==> src/rtl/char_pkg.sv <==
// Shared definitions for the per-character sprite controllers and the colour mapper:
// motion states, the walk status codes, and the screen geometry.
package char_pkg;

  typedef enum logic [1:0] {
    IDLE   = 2'd0,
    WALK_L = 2'd1,
    WALK_R = 2'd2
  } state_t;

  localparam logic [3:0] STATUS_IDLE   = 4'b0000;
  localparam logic [3:0] STATUS_WALK_L = 4'b0001;
  localparam logic [3:0] STATUS_WALK_R = 4'b0010;

  localparam int unsigned SCREEN_W = 640;
  localparam int unsigned SCREEN_H = 480;

  function automatic logic [3:0] status_of(input state_t s);
    case (s)
      WALK_L:  status_of = STATUS_WALK_L;
      WALK_R:  status_of = STATUS_WALK_R;
      default: status_of = STATUS_IDLE;
    endcase
  endfunction

endpackage

==> src/rtl/frame_tick_gen.sv <==
// Brings the asynchronous vertical sync into the Clk domain and emits a
// one-cycle pulse on each rising edge of the synchronised signal.
module frame_tick_gen (
  input  logic Clk,
  input  logic Reset_n,
  input  logic vs,
  output logic frame_tick
);

  logic vs_meta;
  logic vs_sync;
  logic vs_prev;

  // Reset clears the edge register too, so a half-seen edge cannot fire later.
  always_ff @(posedge Clk or negedge Reset_n) begin
    if (!Reset_n) begin
      vs_meta <= 1'b0;
      vs_sync <= 1'b0;
      vs_prev <= 1'b0;
    end else begin
      vs_meta <= vs;
      vs_sync <= vs_meta;
      vs_prev <= vs_sync;
    end
  end

  assign frame_tick = vs_sync & ~vs_prev;

endmodule

==> src/rtl/character_sprite_ctrl.sv <==
// Motion/animation controller for one character: frame-ticked walk FSM,
// clamped horizontal position, and the pixel hit test / sprite ROM address.
module character_sprite_ctrl
  import char_pkg::*;
#(
  parameter int unsigned SPRITE_W   = 32,
  parameter int unsigned SPRITE_H   = 32,
  parameter int unsigned START_X    = 40,
  parameter int unsigned START_Y    = 400,
  parameter int unsigned X_MIN      = 0,
  parameter int unsigned X_MAX      = 608,
  parameter int unsigned STEP       = 2,
  parameter int unsigned IDLE_DELAY = 4
) (
  input  logic       Clk,
  input  logic       Reset_n,
  input  logic       vs,
  input  logic       key_left,
  input  logic       key_right,
  input  logic       block_left,
  input  logic       block_right,
  input  logic [9:0] DrawX,
  input  logic [9:0] DrawY,
  output logic [9:0] pos_x,
  output logic [9:0] pos_y,
  output logic [3:0] status,
  output logic       is_char,
  output logic [9:0] char_address
);

  localparam int unsigned CNT_W = $clog2(IDLE_DELAY + 1);

  logic             frame_tick;
  state_t           state_q, state_d;
  logic [CNT_W-1:0] idle_cnt_q, idle_cnt_d;
  logic [9:0]       pos_x_q, pos_x_d;
  logic [3:0]       status_q;

  frame_tick_gen u_frame_tick (
    .Clk        (Clk),
    .Reset_n    (Reset_n),
    .vs         (vs),
    .frame_tick (frame_tick)
  );

  logic       go_left, go_right;
  logic [10:0] pos_ext, right_ext;
  logic [9:0]  left_pos, right_pos;

  assign go_left  = key_left & ~key_right;
  assign go_right = key_right & ~key_left;

  // 11-bit arithmetic keeps a left step near zero from wrapping to ~1022.
  assign pos_ext   = {1'b0, pos_x_q};
  assign right_ext = pos_ext + 11'(STEP);
  assign left_pos  = (pos_ext < 11'(X_MIN + STEP)) ? 10'(X_MIN) : 10'(pos_ext - 11'(STEP));
  assign right_pos = (right_ext > 11'(X_MAX)) ? 10'(X_MAX) : right_ext[9:0];

  always_comb begin
    state_d    = state_q;
    idle_cnt_d = idle_cnt_q;
    pos_x_d    = pos_x_q;
    if (frame_tick) begin
      if (go_left) begin
        state_d    = WALK_L;
        idle_cnt_d = '0;
        if (!block_left) pos_x_d = left_pos;
      end else if (go_right) begin
        state_d    = WALK_R;
        idle_cnt_d = '0;
        if (!block_right) pos_x_d = right_pos;
      end else if (state_q != IDLE) begin
        if (idle_cnt_q == CNT_W'(IDLE_DELAY - 1)) begin
          state_d    = IDLE;
          idle_cnt_d = '0;
        end else begin
          idle_cnt_d = idle_cnt_q + 1'b1;
        end
      end else begin
        idle_cnt_d = '0;
      end
    end
  end

  always_ff @(posedge Clk or negedge Reset_n) begin
    if (!Reset_n) begin
      state_q    <= IDLE;
      idle_cnt_q <= '0;
      pos_x_q    <= 10'(START_X);
      status_q   <= STATUS_IDLE;
    end else begin
      state_q    <= state_d;
      idle_cnt_q <= idle_cnt_d;
      pos_x_q    <= pos_x_d;
      status_q   <= status_of(state_d);
    end
  end

  assign pos_x  = pos_x_q;
  assign pos_y  = 10'(START_Y);
  assign status = status_q;

  // Combinational so the mapper's ROM lookup stays aligned with DrawX/DrawY.
  logic [10:0] dx_off, dy_off;
  logic        in_x, in_y;

  assign dx_off  = {1'b0, DrawX} - {1'b0, pos_x};
  assign dy_off  = {1'b0, DrawY} - {1'b0, pos_y};
  assign in_x    = (DrawX >= pos_x) && (dx_off < 11'(SPRITE_W));
  assign in_y    = (DrawY >= pos_y) && (dy_off < 11'(SPRITE_H));
  assign is_char = in_x & in_y;

  assign char_address = is_char ? 10'((dy_off * 11'(SPRITE_W)) + dx_off) : 10'd0;

endmodule

==> config.mk <==
export PLATFORM = sky130hd
export DESIGN_NAME = character_sprite_ctrl
export DESIGN_NICKNAME = d
export VERILOG_FILES = /design/src/rtl/char_pkg.sv /design/src/rtl/frame_tick_gen.sv /design/src/rtl/character_sprite_ctrl.sv
export SDC_FILE = /design/constraint.sdc
export NUM_CORES = 1
export LEC_CHECK = 0
export BUFFER_PORTS_ARGS = -buffer_cell sky130_fd_sc_hd__buf_2
export CAP_MARGIN = 0
export CORE_MARGIN = 2
export CORE_UTILIZATION = 53
export DETAILED_ROUTE_END_ITERATION = 16
export GPL_ROUTABILITY_DRIVEN = 1
export PLACE_DENSITY = 0.85
export SYNTH_ARGS = -nofsm -noshare
export SYNTH_HDL_FRONTEND = slang
export SYNTH_SLANG_ARGS = --single-unit
export TNS_END_PERCENT = 100
==> constraint.sdc <==
create_clock -name Clk -period 3.96 [get_ports Clk]
set_clock_uncertainty 0.15 [all_clocks]
set_input_delay 0.198 -clock Clk [delete_from_list [all_inputs] [get_ports Clk]]
set_output_delay 0.198 -clock Clk [all_outputs]
set_load 0.02 [all_outputs]
# Word-level counts from Yosys, hierarchy flattened
# Index checks and enable logic that the tools add are counted.
# op_classes
bitwise,7
reduce_logical,5
magnitude_cmp,6
muxes,17
eq_ne,5
addsub,6
# ops
op,n
10-bit 2-to-1 mux,7
11-bit by 6-bit < comparator with 1-bit output (second input constant),2
3-bit 2-to-1 mux,4
10-bit by 2-bit adder with 11-bit output (second input constant),1
11-bit by 10-bit greater-than comparator with 1-bit output (second input constant),1
10-bit by 10-bit subtractor with 11-bit output,1
10-bit by 9-bit subtractor with 11-bit output (second input constant),1
10-bit adder,1
10-bit >= comparator,1
10-bit by 9-bit >= comparator with 1-bit output (second input constant),1
10-bit by 2-bit < comparator with 1-bit output (second input constant),1
2-bit 2-to-1 mux,5
10-bit by 2-bit subtractor with 10-bit output (second input constant),1
1-bit AND,4
2-bit case mux with 2 select lines,1
4-bit AND reduction,1
2-bit nonzero test,2
3-bit by 1-bit adder with 3-bit output (second input constant),1
3-bit by 2-bit equality test with 1-bit output (second input constant),1
1-bit inverter,3
2-bit by 1-bit equality test with 1-bit output (second input constant),1
2-bit equality test (second input constant),1
1-bit logical AND,2
2-bit by 1-bit inequality test with 1-bit output (second input constant),1
2-bit inequality test (second input constant),1
# word_totals
word_cells,53
ff_bits,22
in_bits,27

# Depth between registers and ports, before layout
# Gate-level depths: netlist of run 1.
# depth
word_depth,8
ltp_mapped,15
ltp_nobuf,14

# Modules after synthesis
# A second synthesis of run 1 with hierarchy kept.
# unflattened
hier_cells,265
hier_area_um2,2144.6
# modules_own_cells
module,seq_area_each_um2,area_per_inst_um2,cells_each,instances
character_sprite_ctrl,402.9,2055.7,261,1
frame_tick_gen,75.1,88.8,4,1

# Worst setup path after synthesis of run 1
# No wires, ideal clock.
# synth_path
path_type,flip-flop to output port
start,register pos_x_q[1] (netlist: pos_x[1])
end,output port char_address[9]
setup_slack_ns,0.078
t_required_ns,3.612
arrival_time_ns,3.534
path_stages_with_launch,15
path_cell_list,dfrtp_1 -> clkbuf_1 -> inv_1 -> fa_1 -> a211oi_1 -> o21bai_1 -> a21oi_1 -> xor2_1 -> fa_1 -> and2b_1 -> o21ai_0 -> nand2b_1 -> xnor2_1 -> o311a_1 -> nor3_1
# synth_via
elab_chain_len,5
# synth_lines
item,line_no,text
start: declaration,character_sprite_ctrl.sv:36,"logic [9:0] pos_x_q, pos_x_d;"
start signal: assignment,character_sprite_ctrl.sv:89,pos_x_q <= 10'(START_X);
start signal: assignment,character_sprite_ctrl.sv:94,pos_x_q <= pos_x_d;
10-bit by 10-bit subtractor with 11-bit output,character_sprite_ctrl.sv:107,"assign dx_off = {1'b0, DrawX} - {1'b0, pos_x};"
11-bit by 6-bit < comparator with 1-bit output,character_sprite_ctrl.sv:109,assign in_x = (DrawX >= pos_x) && (dx_off < 11'(SPRITE_W));
1-bit logical AND,character_sprite_ctrl.sv:109,
1-bit AND,character_sprite_ctrl.sv:111,assign is_char = in_x & in_y;
10-bit 2-to-1 mux *,character_sprite_ctrl.sv:113,assign char_address = is_char ? 10'((dy_off * 11'(SPRITE_W)) + dx_off) : 10'd0;
end: declaration,character_sprite_ctrl.sv:28,output logic [9:0] char_address
# Every way passes the cells marked *; elsewhere a longest branch is shown, timed or not.

# Final worst setup path of run 1
# layout_path
start,register pos_x_q[5] (netlist: pos_x[5])
end,output port char_address[9]
# Same word-level chain as after synthesis.

==> flow_summary.toml, run 1 <==
[clock_tree]
h-tree-depth = 1
clk_latency_ns = 0.27
clock-sinks = 19
cts_root_buf = "clkbuf_8"
max-clock-path-buffers = 2
cts_buffers = 3
tritoncts = "done"
clk_transition_reported_paths_ns = 0.08

[sta]
setup_tns_ns = 0
fmax_mhz = 267
setup_viol = 0
slew_headroom_pct = 50.9
slew_violations = 0
worst_pin_slew_ns = 0.736
final_period_minus_worst_setup_slack_ns = 3.74
hold_viol_final = 0
final.period_utilization_pct = 94.5
whs_ns = 0.215

[floorplan]
ioPinCount = 62
die_x_microns = 69.0
start_util_pct = 55.6
die-area_sq_um = 4760
die_h_microns = 69.0
core_sq_um = 4030
rows = 23

[detailed_routing]
wl_microns = 5580
wl_met3_microns = 396
first_iter_violations = 215
drc = 0
ant_nets = 0
dr.pass1.iters = 5
wl_met2_microns = 2750
met1_length_microns = 2350
wl_per_cell_microns = 14.1
vias = 2356
viasPerCell = 5.95
highest_layer = "met4"

[finish]
finalNetCount = 395
final_util_pct = 66.1
post-route-cell-area_sq_um = 2670
n_antenna_cell = 0
area_delta_synth_final_pct = 19.0
fill_cells = 349
drive_above_1_share_pct = 24.6

[global_route]
overflow = 0
antenna_found_initial = 0
grt_max_degree = 20
grtUsageTotal_pct = 21.6
grt_pass1_wl_microns = 8850
first_global_vias = 2076

[status]
status = "finished, final reports clean"

[worst_setup_path]
crit_fanout = 6
cp_data_arrival_time_ns = 3.39
required_ns = 3.61
crit_type = "flop to output pin"
start_kind = "flop"
critPathCaptureType = "output pin"

[synthesis]
yosysSeqAreaShare_pct = 21.3
ys_types = 57
async_flop_share_pct = 100
synth_top_area_share_pct = 19.0
synth_edf_count = 0
synthTopCellsByArea = "dfrtp_1, ha_1, o21ai_0, nor2_1, inv_1"
ys_dominant_reg_cell = "dfrtp_1"
yosys_warnings = 0
synth_seq_cells = 19
postSynthCellCount = 292
synth.largest_area_cell = "dfrtp_1"
postSynthAreaPerCell_sq_um = 7.67
syn-cell-area_sq_um = 2240

[worst_hold_path]
holdCritPathClass = "flop to flop"

[placement]
post_dp_cell_area_sq_um = 2460
hpwlAfterDp_microns = 4200
numPortBuffers = 48
gp_congestion = 0.918

[pwr]
power_mw = 1.24
leakage_nw = 1.28
switchingPower_uw = 588
vdd_ir_drop_max_uv = 343
switching_share_pct = 47.3
power_density_nw_per_um2 = 467
seqPwrFrac_pct = 22.2
p_int_uw = 656
pwr-share-comb_pct = 66.4
clockPowerShare_pct = 11.4

[job]
maxCapViolCount = 0
-- critical path, stage by stage (launching register included) --
cell and delay, ns:
dfstp_2 0.60, inv_1 0.14, ha_4 0.34, nand2_1 0.09, or3_1 0.45, a21oi_1 0.18
nor2_1 0.07, xnor2_1 0.13, ha_1 0.30, o21ai_0 0.08, nand2b_1 0.08, xnor2_1 0.15
o311a_1 0.13, nor3_1 0.17, buf_2 0.20
-- per-layer routing --
| metal | vias to the layer above | track usage (%) |
|---|---|---|
| met5 | - | 0 |
| met4 | 0 | 6.32 |
| met3 | 15 | 4.68 |
| met2 | 117 | 36.3 |
| met1 | 1082 | 27.8 |
| li1 | 1142 | - |
-- cell families after synthesis --
logic type | synth area share, %
buffers and inverters | 11.2
other | 0.335
flip-flops | 21.3
multiplexers | 1.34
adder cells (fa/ha/maj) | 12.4
AO/OA/AOI/OAI | 25.5
AND/OR/NAND/NOR | 24.0
XOR/XNOR | 3.91
-- cell usage after synthesis (all sizes together) (2+ instances only) --
cell / number
a211oi: 3
a21o: 5
a21oi: 20
a31oi: 5
a32oi: 4
and2: 3
and2b: 3
and3: 3
buf: 18
clkbuf: 6
conb: 2
dfrtp: 17
dfstp: 2
fa: 2
ha: 19
inv: 27
mux2i: 3
nand2: 11
nand2b: 5
nand3: 5
nand4: 6
nor2: 28
nor2b: 4
nor3: 18
nor4: 4
o211ai: 2
o21a: 4
o21ai: 25
o21bai: 2
o31a: 2
o31ai: 3
o41ai: 2
or3: 4
xnor2: 7
xor2: 3
-- repair_timing --
item | CTS | global route
hold buffers | 2 | 0
endpoints found under the setup margin | 1 | 1
pin swaps | 0 | 5
endpoints found under the hold margin | 18 | 0
buffers inserted | 1 | 8
gates cloned | 0 | 0
gates resized for setup | 2 | 14
-- power groups by stage --
| stage | combinational (mW) | clock [mW] | sequential [mW] |
|---|---|---|---|
| floorplan | 0.510 | 0 | 0.314 |
| global placement | 0.656 | 0 | 0.300 |
| global route | 0.912 | 0.153 | 0.281 |
| detailed placement | 0.675 | 0 | 0.304 |
| CTS | 0.704 | 0.145 | 0.289 |
| finish | 0.826 | 0.142 | 0.277 |
-- placed cells by master, fill, tap and decap left out, drive strengths merged, types with 3 or more instances in the layout --
master  instances
or3             4
inv            27
clkbuf          3
and3            3
a32oi           4
a211oi          3
o21a            4
nor2b           4
a21oi          20
ha             19
o21ai          25
nor2           28
o31ai           3
nand3           5
nand2b          5
buf            59
a31oi           5
nand4           6
and2b           3
a21o            5
nor4            4
dfrtp          17
nor3           18
nand2          11
xnor2           7
and2            3
xor2            3
conb           14
mux2i           3
-- registers in the layout, summed over array words and instances (netlist names) --
name	count
u_frame_tick.vs_sync	1
u_frame_tick.vs_prev	1
status	2
state_q	2
idle_cnt_q	3
u_frame_tick.vs_meta	1
pos_x	9
-- layout make-up --
cell class	instances	area, sq um	share of cell area, %
Sequential cell	19	479	18.0
Clock inverter	1	7.51	0.282
Clock buffer	3	41.3	1.55
Tap cell	50	62.6	2.35
Timing Repair Buffer	62	355	13.3
Multi-Input combinational cell	234	1620	60.7
Inverter	27	101	3.80
-- metrics by stage --
step / worst slack [ns] / std cells
2_1_floorplan: 0.0783 / 304
3_3_place_gp: 0.339 / 381
3_5_place_dp: 0.191 / 381
4_1_cts: 0.0191 / 388
5_1_grt: -0.0132 / 396
6_report: 0.218 / 396
-- worst paths after layout --
check                                                from                             end  slack, ns  cells past startpoint
max in group asynchronous                         Reset_n            pos_x[3]$_DFFE_PN1P_       3.08                      2
min reg2reg                u_frame_tick.vs_meta$_DFF_PN0_  u_frame_tick.vs_sync$_DFF_PN0_       0.21                      0
max                                  pos_x[5]$_DFFE_PN1P_                 char_address[9]       0.22                     14
max reg2reg                          pos_x[3]$_DFFE_PN1P_            pos_x[2]$_DFFE_PN0P_       1.54                      7
min                        u_frame_tick.vs_meta$_DFF_PN0_  u_frame_tick.vs_sync$_DFF_PN0_       0.21                      0
min in group asynchronous                         Reset_n            pos_x[8]$_DFFE_PN0P_       0.24                      2
No activity file was read; power rests on OpenSTA's default activity.
==> inputs of run 2 (changes only) <==
--- a/config.mk
+++ b/config.mk
@@ -8,10 +8,11 @@
 export BUFFER_PORTS_ARGS = -buffer_cell sky130_fd_sc_hd__buf_2
 export CAP_MARGIN = 0
 export CORE_MARGIN = 2
-export CORE_UTILIZATION = 53
+export CORE_UTILIZATION = 55
+export CTS_BUF_LIST = sky130_fd_sc_hd__clkbuf_4 sky130_fd_sc_hd__clkbuf_8
 export DETAILED_ROUTE_END_ITERATION = 16
 export GPL_ROUTABILITY_DRIVEN = 1
-export PLACE_DENSITY = 0.85
+export PLACE_DENSITY = 0.87
 export SYNTH_ARGS = -nofsm -noshare
 export SYNTH_HDL_FRONTEND = slang
 export SYNTH_SLANG_ARGS = --single-unit
==> constraint.sdc (replaced) <==
create_clock -name Clk -period 3.96 [get_ports Clk]
set_clock_uncertainty 0.15 [all_clocks]
set_input_delay 0.99 -clock Clk [delete_from_list [all_inputs] [get_ports Clk]]
set_output_delay 0.99 -clock Clk [all_outputs]
set_load 0.02 [all_outputs]
==> flow_summary.toml, run 2 (synthesis gave the netlist of run 1 again) <==
[clock_tree]
cts_root_buf = "clkbuf_8"
max-clock-path-buffers = 2
clk_transition_reported_paths_ns = 0.07
cts_hold_buffers = 0
clk_latency_ns = 0.26
tritoncts = "done"
h-tree-depth = 1
cts_buffers = 3
clock-sinks = 19

[detailed_routing]
wl_microns = 8590
viasPerCell = 6.77
dr.pass1.iters = 13
first_iter_violations = 463
wl_per_cell_microns = 19.9
drc = 1
ant_nets = 0
vias = 2919

[finish]
final_cell_mix = "buf_4, buf_2, inv_1, o21ai_0, nor2_1"
multi_input_area_sq_um = 1780
post-route-cell-area_sq_um = 3190
layout_commonest_cell = "buf_4"
final_util_pct = 80.2
drive_above_1_share_pct = 36.7
fill_cells = 223
register_area_sq_um = 478
area_delta_synth_final_pct = 42.2
n_antenna_cell = 0
largest_reg_flops = 9
finalNetCount = 430

[placement]
numPortBuffers = 48
pre_cts_ws_ns = -0.972
hpwlAfterDp_microns = 4760
post_dp_cell_area_sq_um = 2870
gp_congestion = 0.952

[worst_setup_path]
required_ns = 2.82
start_kind = "primary input"
r2r-end = "pos_x[5]$_DFFE_PN1P_"
crit_type = "primary input to output pin"
crit_buf_inv = 2
r2r_start = "pos_x[3]$_DFFE_PN1P_"
max_stage_delay_ns = 0.36
crit_top_cell = "fa_2"
crit_fanout = 3
crit_chain = "buf_8 > fa_2 > a211oi_4 > o21bai_1 > a21oi_1 > xor2_1 > fa_2 > and2b_1 > o21ai_2 > nand2b_1 > xnor2_2 > o311a_1 > nor3_4 > buf_6"
crit_slowest_cell = "fa_2"
path_delay_family = "compound AO/OA/AOI/OAI gates"
cp_data_arrival_time_ns = 3.79
critPathCaptureType = "output pin"
rrSetupSlack_ns = 1.43
rr_worst_depth = 7

[floorplan]
die-area_sq_um = 4600
die_h_microns = 67.8
ioPinCount = 62
rows = 23
die_x_microns = 67.8
start_util_pct = 56.4
core_sq_um = 3970

[worst_hold_path]
worstHoldStart = "u_frame_tick.vs_meta$_DFF_PN0_"
holdCritPathClass = "flop to flop"
worstHoldEndpoint = "u_frame_tick.vs_sync$_DFF_PN0_"
holdPathStages = 0

[sta]
slew_headroom_pct = 56.6
whs_ns = 0.207
slew_violations = 0
rsz0062_at_grt = "true"
setup_viol = 11
postLayoutSetupSlackWorst_ns = -0.969
worst_pin_slew_ns = 0.651
fmax_mhz = 203
hold_viol_final = 0
final_period_minus_worst_setup_slack_ns = 4.93
setup_tns_ns = -6.31
final.period_utilization_pct = 124

[global_route]
antenna_found_initial = 0
grtUsageTotal_pct = 35.1
grt_max_degree = 20
grt_pass1_wl_microns = 12200
overflow = 0
first_global_vias = 2555

[status]
violations = "DRC, setup timing"
status = "complete, but fails checks"

[pwr]
power_density_nw_per_um2 = 493
vdd_ir_drop_max_uv = 323
leakage_nw = 1.48

[job]
maxCapViolCount = 0
[run 2: metal layers]
layer / part of all wire, % / GRT usage (%)
met1: 34 / 40.4
met2: 46 / 58.3
met3: 11 / 9.21
met4: 9.6 / 21.3
met5: 0 / 0
[run 2: cell type report]
class / count / share of cell area, %
clock buffers: 3 / 1.30
clock inverters: 1 / 0.157
inverters: 27 / 3.34
multi-input cells: 234 / 56.0
flip-flops and latches: 19 / 15.0
well taps: 50 / 1.96
repair buffers: 97 / 22.2
[run 2: worst max-delay path by stage]
stage | from | to | slack (ns) | cells past startpoint
2_1_floorplan | DrawX[2] | char_address[9] | -0.46 | 13
5_1_grt | DrawX[1] | char_address[9] | -1.06 | 14
6_report | DrawX[1] | char_address[9] | -0.97 | 14
3_5_place_dp | DrawX[1] | char_address[9] | -0.97 | 16
4_1_cts | DrawX[2] | char_address[9] | -0.80 | 15
3_3_place_gp | DrawX[1] | char_address[9] | -0.84 | 14
[run 2: power breakdown]
group          total [mW]  switching [mW]  internal, mW
sequential          0.268          0.0283         0.240
clock               0.137          0.0668        0.0700
combinational        1.17           0.672         0.493
total                1.57           0.767         0.803
[run 2: per-stage QoR]
step,power [mW],instances
detailed placement,1.19,422
global route,1.65,431
global placement,1.16,422
finish,1.57,431
floorplan,0.890,304
CTS,1.42,431
[run 2: worst register-to-register path: cells and delay by family, from the launching register on]
family                 cells  cell delay (ns)
AND/OR/NAND/NOR            4             1.17
AO/OA/AOI/OAI              1             0.25
multiplexers               1             0.20
flip-flops                 1             0.53
buffers and inverters      1             0.17
[run 2: timing repair]
item,4_1_cts,5_1_grt
endpoints found under the setup margin,11,11
hold endpoints to repair,0,0
buffers inserted,5,0
gates cloned,1,0
pin swaps,28,17
gates resized for setup,38,20
==> inputs of run 3 (changes only) <==
--- a/config.mk
+++ b/config.mk
@@ -5,6 +5,7 @@
 export SDC_FILE = /design/constraint.sdc
 export NUM_CORES = 1
 export LEC_CHECK = 0
+export ABC_AREA = 1
 export BUFFER_PORTS_ARGS = -buffer_cell sky130_fd_sc_hd__buf_2
 export CAP_MARGIN = 0
 export CORE_MARGIN = 2
==> flow_summary.toml, run 3 <==
[global_route]
antenna_found_initial = 0
overflow = 0
grtUsageTotal_pct = 24.9
grt_pass1_wl_microns = 10100
grt_max_degree = 20
first_global_vias = 2447

[synthesis]
synth_simple_gate_area_share_pct = 37.9
synth_xor_area_share_pct = 3.71
synth_seq_cells = 19
postSynthAreaPerCell_sq_um = 6.13
syn-cell-area_sq_um = 2360
synthMostInstantiatedCell = "nand2_1"
synth_top_area_share_pct = 18.0
yosys_warnings = 0
synth_edf_count = 0
async_flop_share_pct = 100
synth_adder_area_share_pct = 11.8
synthTopCellsByArea = "dfrtp_1, nand2_1, inv_1, ha_1, nor2_1"
yosysSeqAreaShare_pct = 20.2
postSynthCellCount = 385
synth_compound_area_share_pct = 8.48
ys_types = 32
synth_mux_area_share_pct = 0
synth_top_family_by_area = "simple AND/OR/NAND/NOR gates"
synthTopCellsByCount = "nand2_1, inv_1, nor2_1"
synth.largest_area_cell = "dfrtp_1"
ys_dominant_reg_cell = "dfrtp_1"

[pwr]
power_mw = 2.16
leakage_nw = 1.79
vdd_ir_drop_max_uv = 519
power_density_nw_per_um2 = 684

[detailed_routing]
drc = 0
wl_per_cell_microns = 14.2
viasPerCell = 5.44
highest_layer = "met4"
wl_met2_microns = 3690
met1_length_microns = 2670
vias = 2793
dr.pass1.iters = 5
ant_nets = 0
wl_microns = 7260
first_iter_violations = 147
wl_met3_microns = 483

[clock_tree]
tritoncts = "done"
h-tree-depth = 1
cts_buffers = 3
clock-sinks = 19
clk_latency_ns = 0.26
max-clock-path-buffers = 2
cts_root_buf = "clkbuf_8"
clk_transition_reported_paths_ns = 0.07

[status]
status = "complete, but fails checks"
violations = "setup timing"

[floorplan]
core_sq_um = 4060
ioPinCount = 62
start_util_pct = 58.2
die_x_microns = 69.5
die-area_sq_um = 4830
die_h_microns = 69.5
rows = 23

[job]
maxCapViolCount = 0

[finish]
drive_above_1_share_pct = 32.8
final_util_pct = 78.0
layout_commonest_cell = "nand2_1"
register_area_sq_um = 478
area_delta_synth_final_pct = 34.0
fill_cells = 287
n_antenna_cell = 0
fin_cells = 513
final_cell_mix = "nand2_1, inv_1, nor2_1, buf_2, buf_4"
finalNetCount = 512
multi_input_area_sq_um = 1750
largest_reg_flops = 9

[sta]
worst_pin_slew_ns = 0.555
slew_violations = 0
slew_headroom_pct = 62.9
rsz0062_at_grt = "true"
hold_viol_final = 0
postLayoutSetupSlackWorst_ns = -0.541
fmax_mhz = 222
setup_tns_ns = -1.04
final_period_minus_worst_setup_slack_ns = 4.50
final.period_utilization_pct = 114
setup_viol = 10

[worst_setup_path]
required_ns = 2.82
crit_type = "primary input to output pin"
crit_fanout = 2
start_kind = "primary input"
rrSetupSlack_ns = 1.95
cp_data_arrival_time_ns = 3.36
critPathCaptureType = "output pin"

[placement]
gp_congestion = 0.928
hpwlAfterDp_microns = 4810
numPortBuffers = 48
pre_cts_ws_ns = -0.469
placedCellCount = 501

[worst_hold_path]
holdCritPathClass = "flop to flop"
[run 3: changes by cell type after synthesis, sizes merged, moves of 5 or more]
| cell | change |
|---|---|
| o21ai | -11 |
| nor2 | +29 |
| nand2 | +98 |
| nand3 | +22 |
| a21o | -5 |
| nand2b | -5 |
| inv | +41 |
| nor3 | -15 |
| clkbuf | -5 |
[run 3: metal layers]
layer  GRT usage, %  vias up
li1               -     1323
met1           29.7     1264
met2           45.5      159
met3           1.60       47
met4           11.1        0
met5              0        -
[run 3: cell type report]
type,instances,area share [%]
flip-flops and latches,19,15.1
well taps,50,1.98
multi-input cells,288,55.3
repair buffers,84,18.0
clock inverters,1,0.158
inverters,68,8.15
clock buffers,3,1.31
[run 3: report_power, final]
group          switching [mW]  internal, mW
Sequential             0.0466         0.253
Clock                  0.0663        0.0700
Combinational            1.01         0.718
[run 3: cell families after synthesis]
group | after synthesis
AO/OA/AOI/OAI | 37
XOR/XNOR | 10
adder cells (fa/ha/maj) | 21
buffers and inverters | 90
flip-flops | 19
other | 2
AND/OR/NAND/NOR | 206
[run 3: timing repair]
action	CTS	global route
resized for setup	21	34
hold buffers	0	0
gates cloned	0	0
buffers inserted	3	5
pin swaps	13	23
setup endpoints to repair	3	11
[run 3: through the flow]
| step | hold WS, ns | area (sq um) |
|---|---|---|
| after floorplan | 0.181 | 2490 |
| after global placement | 0.183 | 2850 |
| after detailed placement | 0.191 | 2850 |
| after CTS | 0.207 | 3000 |
| after global routing | 0.231 | 3160 |
| final | 0.206 | 3160 |
[run 3: critical path, cell delays in order]
cell	delay [ns]
buf_4	0.13
ha_4	0.27
nand2_2	0.07
nand3_2	0.10
nand2_2	0.08
nand2_2	0.07
nand2_2	0.06
nand2_4	0.09
ha_4	0.15
inv_2	0.04
fa_2	0.35
inv_2	0.07
nand2_2	0.06
a21oi_2	0.16
nor2_1	0.06
nand2_1	0.08
nand2_2	0.06
inv_1	0.05
nand2_1	0.07
nand2_1	0.09
inv_2	0.05
nor2_4	0.08
buf_6	0.12
[run 3: worst paths after layout]
| kind | startpoint | end | depth (start not counted) |
|---|---|---|---|
| min | u_frame_tick.vs_meta$_DFF_PN0_ | u_frame_tick.vs_sync$_DFF_PN0_ | 0 |
| max | DrawX[1] | char_address[9] | 23 |
| max in group asynchronous | Reset_n | pos_x[5]$_DFFE_PN1P_ | 1 |
| max reg2reg | pos_x[1]$_DFFE_PN0P_ | pos_x[7]$_DFFE_PN0P_ | 12 |
| min in group asynchronous | Reset_n | pos_x[4]$_DFFE_PN0P_ | 1 |
| min reg2reg | u_frame_tick.vs_meta$_DFF_PN0_ | u_frame_tick.vs_sync$_DFF_PN0_ | 0 |
